==> src/rtl/accel_job_sequencer_pkg.sv <==
// Shared definitions for the accelerator job sequencer.
//   - Sequencer state encoding, also visible on the dbg_state port:
//     IDLE=0, START=1, WAIT_BUSY=2, WAIT_DONE=3.
//   - Default operand/result widths, shared with the accelerator datapath.
//   - Helper that decides whether the output register can take a new result.
package accel_job_sequencer_pkg;

   localparam int DEF_DW = 8;
   localparam int DEF_RW = 16;

   typedef enum logic [1:0] {
      ST_IDLE      = 2'd0,
      ST_START     = 2'd1,
      ST_WAIT_BUSY = 2'd2,
      ST_WAIT_DONE = 2'd3
   } seq_state_e;

   // The output slot is free when it is empty, or when the consumer takes its
   // current value in this same cycle.
   function automatic logic out_slot_free(input logic valid, input logic ready);
      return !valid || ready;
   endfunction

endpackage

==> src/rtl/accel_job_sequencer_job_fifo.sv <==
// job_fifo: small synchronous FIFO holding operands waiting for dispatch.
// Ports:
//   clk, rst      clock and synchronous active-high reset
//   push, din     write request and data; ignored while full
//   pop           read request; ignored while empty
//   dout          head entry, visible combinationally from the storage array
//   full, empty   occupancy flags, derived from registered pointers
// DEPTH must be a power of two, >= 2. Pointers carry one extra wrap bit so
// full and empty can be told apart when the index bits match.
module job_fifo
   import accel_job_sequencer_pkg::*;
#(
   parameter int DW    = DEF_DW,
   parameter int DEPTH = 4
) (
   input  logic          clk,
   input  logic          rst,
   input  logic          push,
   input  logic          pop,
   input  logic [DW-1:0] din,
   output logic [DW-1:0] dout,
   output logic          full,
   output logic          empty
);

   localparam int          AW      = $clog2(DEPTH);
   localparam logic [AW:0] PTR_ONE = (AW+1)'(1);

   logic [DW-1:0] mem_q [DEPTH];
   logic [AW:0]   wr_ptr_q, wr_ptr_d;
   logic [AW:0]   rd_ptr_q, rd_ptr_d;
   logic          do_push, do_pop;

   always_comb begin
      full     = (wr_ptr_q[AW] != rd_ptr_q[AW]) && (wr_ptr_q[AW-1:0] == rd_ptr_q[AW-1:0]);
      empty    = (wr_ptr_q == rd_ptr_q);
      do_push  = push && !full;
      do_pop   = pop && !empty;
      wr_ptr_d = wr_ptr_q;
      rd_ptr_d = rd_ptr_q;
      if (do_push) wr_ptr_d = wr_ptr_q + PTR_ONE;
      if (do_pop)  rd_ptr_d = rd_ptr_q + PTR_ONE;
      dout     = mem_q[rd_ptr_q[AW-1:0]];
   end

   always_ff @(posedge clk) begin
      if (rst) begin
         wr_ptr_q <= '0;
         rd_ptr_q <= '0;
      end else begin
         wr_ptr_q <= wr_ptr_d;
         rd_ptr_q <= rd_ptr_d;
      end
   end

   // Storage needs no reset: entries are only read after being written.
   always_ff @(posedge clk) begin
      if (do_push) mem_q[wr_ptr_q[AW-1:0]] <= din;
   end

endmodule

==> src/rtl/accel_job_sequencer.sv <==
// accel_job_sequencer: dispatcher in front of the series-evaluation accelerator.
// Operands arrive from a producer, wait in job_fifo, and are issued one at a
// time with a single-cycle start pulse. Completion is seen as acc_ready
// falling and then rising again; the result is then held for the consumer.
// A watchdog marks a hung job with a sticky timeout_err and stops dispatch.
// Handshakes: a transfer happens on a rising clk edge where valid and ready
// are both 1; valid never waits for ready, and a valid payload stays stable
// until it is taken.
// Ports:
//   clk, rst                  clock, synchronous active-high reset
//   in_x, in_valid, in_ready  producer side (in_ready = FIFO not full)
//   acc_ready, acc_result     accelerator idle level and result
//   acc_start, acc_x          start pulse and operand, held for the whole job
//   out_result, out_valid,
//   out_ready                 consumer side
//   busy                      sequencer active or operands pending
//   timeout_err               sticky watchdog flag, cleared only by rst
//   jobs_done                 completed jobs, wraps at 256
//   dbg_state                 current sequencer state (IDLE=0..WAIT_DONE=3)
module accel_job_sequencer
   import accel_job_sequencer_pkg::*;
#(
   parameter int DW      = DEF_DW,
   parameter int RW      = DEF_RW,
   parameter int DEPTH   = 4,
   parameter int TIMEOUT = 255
) (
   input  logic          clk,
   input  logic          rst,
   input  logic [DW-1:0] in_x,
   input  logic          in_valid,
   output logic          in_ready,
   input  logic          acc_ready,
   output logic          acc_start,
   output logic [DW-1:0] acc_x,
   input  logic [RW-1:0] acc_result,
   output logic [RW-1:0] out_result,
   output logic          out_valid,
   input  logic          out_ready,
   output logic          busy,
   output logic          timeout_err,
   output logic [7:0]    jobs_done,
   output logic [1:0]    dbg_state
);

   localparam int          CW        = $clog2(TIMEOUT + 1);
   localparam logic [CW-1:0] WDOG_ONE  = CW'(1);
   localparam logic [CW-1:0] WDOG_LAST = CW'(TIMEOUT - 1);

   seq_state_e    state_q, state_d;
   logic [DW-1:0] acc_x_q, acc_x_d;
   logic          acc_start_q, acc_start_d;
   logic [RW-1:0] out_result_q, out_result_d;
   logic          out_valid_q, out_valid_d;
   logic          timeout_err_q, timeout_err_d;
   logic [7:0]    jobs_done_q, jobs_done_d;
   logic [CW-1:0] wdog_q, wdog_d;

   logic          fifo_push, fifo_pop, fifo_full, fifo_empty;
   logic [DW-1:0] fifo_dout;

   assign fifo_push = in_valid && in_ready;

   job_fifo #(.DW(DW), .DEPTH(DEPTH)) u_fifo (
      .clk   (clk),
      .rst   (rst),
      .push  (fifo_push),
      .pop   (fifo_pop),
      .din   (in_x),
      .dout  (fifo_dout),
      .full  (fifo_full),
      .empty (fifo_empty)
   );

   always_comb begin
      state_d       = state_q;
      acc_x_d       = acc_x_q;
      acc_start_d   = 1'b0;
      out_result_d  = out_result_q;
      out_valid_d   = out_valid_q;
      timeout_err_d = timeout_err_q;
      jobs_done_d   = jobs_done_q;
      wdog_d        = wdog_q;
      fifo_pop      = 1'b0;

      if (out_valid_q && out_ready) out_valid_d = 1'b0;

      case (state_q)
         ST_IDLE: begin
            if (!fifo_empty && acc_ready && !timeout_err_q &&
                out_slot_free(out_valid_q, out_ready)) begin
               fifo_pop    = 1'b1;
               acc_x_d     = fifo_dout;
               acc_start_d = 1'b1;
               // Cleared on the way into START and counted from START on, so
               // timeout_err rises exactly TIMEOUT cycles after the pulse.
               wdog_d      = '0;
               state_d     = ST_START;
            end
         end
         ST_START: begin
            wdog_d  = wdog_q + WDOG_ONE;
            state_d = ST_WAIT_BUSY;
         end
         ST_WAIT_BUSY: begin
            wdog_d = wdog_q + WDOG_ONE;
            if (wdog_q == WDOG_LAST) begin
               timeout_err_d = 1'b1;
               state_d       = ST_IDLE;
            end else if (!acc_ready) begin
               state_d = ST_WAIT_DONE;
            end
         end
         ST_WAIT_DONE: begin
            wdog_d = wdog_q + WDOG_ONE;
            // A completion seen in the same cycle as the deadline still counts.
            if (acc_ready) begin
               out_result_d = acc_result;
               out_valid_d  = 1'b1;
               jobs_done_d  = jobs_done_q + 8'd1;
               state_d      = ST_IDLE;
            end else if (wdog_q == WDOG_LAST) begin
               timeout_err_d = 1'b1;
               state_d       = ST_IDLE;
            end
         end
         default: state_d = ST_IDLE;
      endcase
   end

   always_ff @(posedge clk) begin
      if (rst) begin
         state_q       <= ST_IDLE;
         acc_x_q       <= '0;
         acc_start_q   <= 1'b0;
         out_result_q  <= '0;
         out_valid_q   <= 1'b0;
         timeout_err_q <= 1'b0;
         jobs_done_q   <= '0;
         wdog_q        <= '0;
      end else begin
         state_q       <= state_d;
         acc_x_q       <= acc_x_d;
         acc_start_q   <= acc_start_d;
         out_result_q  <= out_result_d;
         out_valid_q   <= out_valid_d;
         timeout_err_q <= timeout_err_d;
         jobs_done_q   <= jobs_done_d;
         wdog_q        <= wdog_d;
      end
   end

   assign in_ready    = !fifo_full;
   assign acc_start   = acc_start_q;
   assign acc_x       = acc_x_q;
   assign out_result  = out_result_q;
   assign out_valid   = out_valid_q;
   assign timeout_err = timeout_err_q;
   assign jobs_done   = jobs_done_q;
   assign busy        = (state_q != ST_IDLE) || !fifo_empty;
   assign dbg_state   = state_q;

endmodule

==> config.mk <==
export PLATFORM = sky130hd
export DESIGN_NAME = accel_job_sequencer
export DESIGN_NICKNAME = d
export VERILOG_FILES = /design/src/rtl/accel_job_sequencer_pkg.sv /design/src/rtl/accel_job_sequencer_job_fifo.sv /design/src/rtl/accel_job_sequencer.sv
export SDC_FILE = /design/constraint.sdc
export NUM_CORES = 1
export LEC_CHECK = 0
export CORE_UTILIZATION = 46
export DETAILED_ROUTE_END_ITERATION = 10
export PLACE_DENSITY = 0.81
export SLEW_MARGIN = 10
export SYNTH_ARGS = -nofsm -noshare
export SYNTH_HDL_FRONTEND = slang
export SYNTH_SLANG_ARGS = --single-unit
==> constraint.sdc <==
create_clock -name clk -period 1.6 [get_ports clk]
set_input_delay 0.24 -clock clk [delete_from_list [all_inputs] [get_ports clk]]
set_output_delay 0.24 -clock clk [all_outputs]
set_load 0.03 [all_outputs]
==> summary.txt <==
Global route
  • Total grt overflow: 0
  • First-pass GRT wire length: 11,490 um
  • Initial antenna violation count: 0
  • Largest net degree at the start of global routing: 26
  • Via count of the first global-routing pass: 2,425
  • Total GRT Usage: 0.1998

Finish
  • Layout cells sized above 1: 0.2117
  • Most frequent cells in the layout: dfxtp_1, nand2_1, a21oi_1
  • Final #Nets: 424
  • Fin util: 0.6661
  • Register area: approximately 2000 sq um
  • Area of the multi-input gates: 1375 sq um
  • Final instance area: 4601 sq um
  • Non-filler cells, final: slightly below 500
  • Layout area overhead: 37.00%
  • Most common cell after layout, fill and taps aside: dfxtp_1
  • Ant. Diodes: 0
  • FILL cells: 554

Place
  • Post-detail-place hpwl: 5150 um
  • Placed cell area: 4267 sq um
  • Placed insts: around 470
  • Setup WS pre-CTS: -267.8 ps
  • Final RePlAce weighted congestion: 0.7695
  • I/O Buffers: 67

Floorplan
  • Row cnt: 30
  • Chip Height: 87.44 um
  • Initial Util: 0.4862
  • Core ar.: 6907 sq um
  • Ports: 68
  • Die ar.: 7646 sq um
  • Die width: approximately 87 um

Synthesis
  • Synth async-reset ratio: 0
  • Mapped Cells: 296
  • Syn Std Cell Area: 3358 sq um
  • Post-synthesis sequential area ratio: 0.5902
  • Top area cells in the synthesized netlist: dfxtp_1, edfxtp_1, mux4_2, a21oi_1, nand2_1
  • Number of synthesized flops with an enable pin: 32
  • Netlist cell types: 42
  • Yosys top cell area share: 0.3040
  • Synth area leader: dfxtp_1
  • Synthesized area per cell: 11.35 sq um
  • Ys flop type: dfxtp_1
  • Ys Warns: 0
  • Flops & latches, synth: 83
  • Syn_nets: 333

Timing
  • Setup violators final: 10
  • Fmax: roughly 570 MHz
  • Final setup margin: -169.4 ps
  • Unrepaired setup endpoints after global routing: yes
  • Clk_skew: approximately 8.9 ps
  • Worst Tran Pin Value: between 400 and 500 ps
  • Final Hold Fails: 0
  • Slew HR: 0.7326
  • Fin. max-slew vios: 0
  • Period utilization: 1.106
  • Final min period: 1769 ps

Clock network
  • Cts bufs inserted: 9
  • CTS tree: done
  • Clock Root Buffer: clkbuf_8
  • Clock slew at reported path FFs: 90 ps
  • Clock Latency Late Sink: 340 ps
  • CTS H-tree depth: 3
  • # clock sinks: 83
  • Maximum buffer depth of the clock tree: 2

Setup path
  • Type of origin of the critical path: register
  • Worst setup EP type: output pin
  • CP cell instances: xor2_2 -> or4_4 -> buf_6
  • WP data arrival: 1530 ps
  • CP max FO: 2
  • Critical path type: register to output pin
  • Critical Path Max Stage Delay: ~530 ps
  • Critical path data required time: 1360 ps
  • CP max stage cell: or4_4

Power and ir drop
  • Worst vdd ir: 635.9 uV
  • Pwr dens: 1035 nW/um^2
  • P_leak: 1.886 nW

Route
  • 1st-pass router iterations: 4
  • Routed length per placed instance: approximately 15 um
  • Final wirelength: between 7000 and 8000 um
  • Final routed DRC violation total: 0
  • Detailed Route Iter0 Violations: 112
  • DRT antenna net count: 0
  • Total number of vias: 2,537
  • Vias per Instance: 5.199

Flow run
  • Max-cap violations: 0

Status
  • Outcome: complete, but fails checks
  • Failing checks: setup timing

Worst hold path
  • Hold crit path type: input port to register
[kinds of logic (layout without fill, tap and decap cells)]
kind of cell             Yosys count  count (layout)  synth area share
AND/OR/NAND/NOR                  102             102            0.1449
adder cells (fa/ha/maj)            8               8           0.02981
XOR/XNOR                          14              14           0.04098
multiplexers                       9               9           0.05663
AO/OA/AOI/OAI                     59              59            0.1088
flip-flops                        83              83            0.5902
buffers and inverters             21             117           0.02868
[final timing paths]
| kind | start | end | slack, ps | cells after the start |
|---|---|---|---|---|
| min | rst | acc_x[6]$_SDFFE_PP0P_ | 260 | 2 |
| min reg2reg | out_result[1]$_SDFFE_PP0P_ | out_result[1]$_SDFFE_PP0P_ | 450 | 2 |
| max reg2reg | u_fifo.wr_ptr_q[2]$_SDFFE_PP0P_ | wdog_q[0]$_SDFFE_PP0P_ | -160 | 6 |
| max | u_fifo.wr_ptr_q[2]$_SDFFE_PP0P_ | busy | -170 | 3 |
[power breakdown]
group	switching [W]	total, W	leakage, nW	internal, W
registers	0.0000582	0.00236	0.709	0.00230
clock network	0.000764	0.00134	0.0916	0.000575
logic	0.000541	0.00106	1.09	0.000521
total	0.00136	0.00476	1.89	0.00340
[through the flow]
step / TNS (ps) / hold slack (ps) / total power [W]
final: -770.3 / 258.2 / 0.004762
after global routing: -1401 / 263.4 / 0.004995
after CTS: -565.9 / 249.6 / 0.004773
after detailed placement: -9371 / 449.1 / 0.003354
after global placement: -6440 / 441.1 / 0.003328
after floorplan: 0 / 338.9 / 0.002944
[final cells by class]
type | instances | share of cell area
flip-flops and latches | 83 | 0.4324
multi-input cells | 192 | 0.2989
repair buffers | 97 | 0.2010
clock buffers | 9 | 0.02692
well taps | 96 | 0.02611
clock inverters | 7 | 0.01142
inverters | 4 | 0.003264
[registers in the layout, summed over array words and instances (netlist names)]
name,flops
acc_start,1
acc_x,8
dbg_state,2
jobs_done,8
out_result,16
out_valid,1
timeout_err,1
u_fifo.mem_q,32
u_fifo.rd_ptr_q,3
u_fifo.wr_ptr_q,3
wdog_q,8
[synth_stat cells, drive strengths merged (2+ instances only)]
cell	count
and3	3
and2	4
or3	6
nand4	4
nor2	13
buf	8
or4	2
o21ai	14
xor2	7
or2	2
nand2	44
xnor2	7
nand3b	4
clkbuf	9
a21oi	34
mux4	8
ha	8
edfxtp	32
dfxtp	51
inv	4
nor3	4
nand3	13
[critical path: cells and delay by family, from the launching register on]
| family | cells | cell delay (ps) |
|---|---|---|
| AND/OR/NAND/NOR | 1 | 530 |
| buffers and inverters | 1 | 150 |
| flip-flops | 1 | 340 |
| XOR/XNOR | 1 | 170 |
[routing by layer]
metal,vias up,routed length (um),share of wire,GRT usage
li1,1243,-,-,-
met1,1223,3089,0.42,0.2272
met2,66,3929,0.53,0.3722
met3,5,372,0.050,0.04265
met4,0,38,0.0051,0.06110
met5,-,0,0,0
[what timing repair did]
item                                    in CTS  in global routing
endpoints found under the setup margin      72                 27
pin swaps                                    3                 11
resized for setup                           58                 17
cloned                                       0                  1
hold buffers                                 0                  0
setup buffers                                5                  2
No activity file was read; power rests on OpenSTA's default activity.
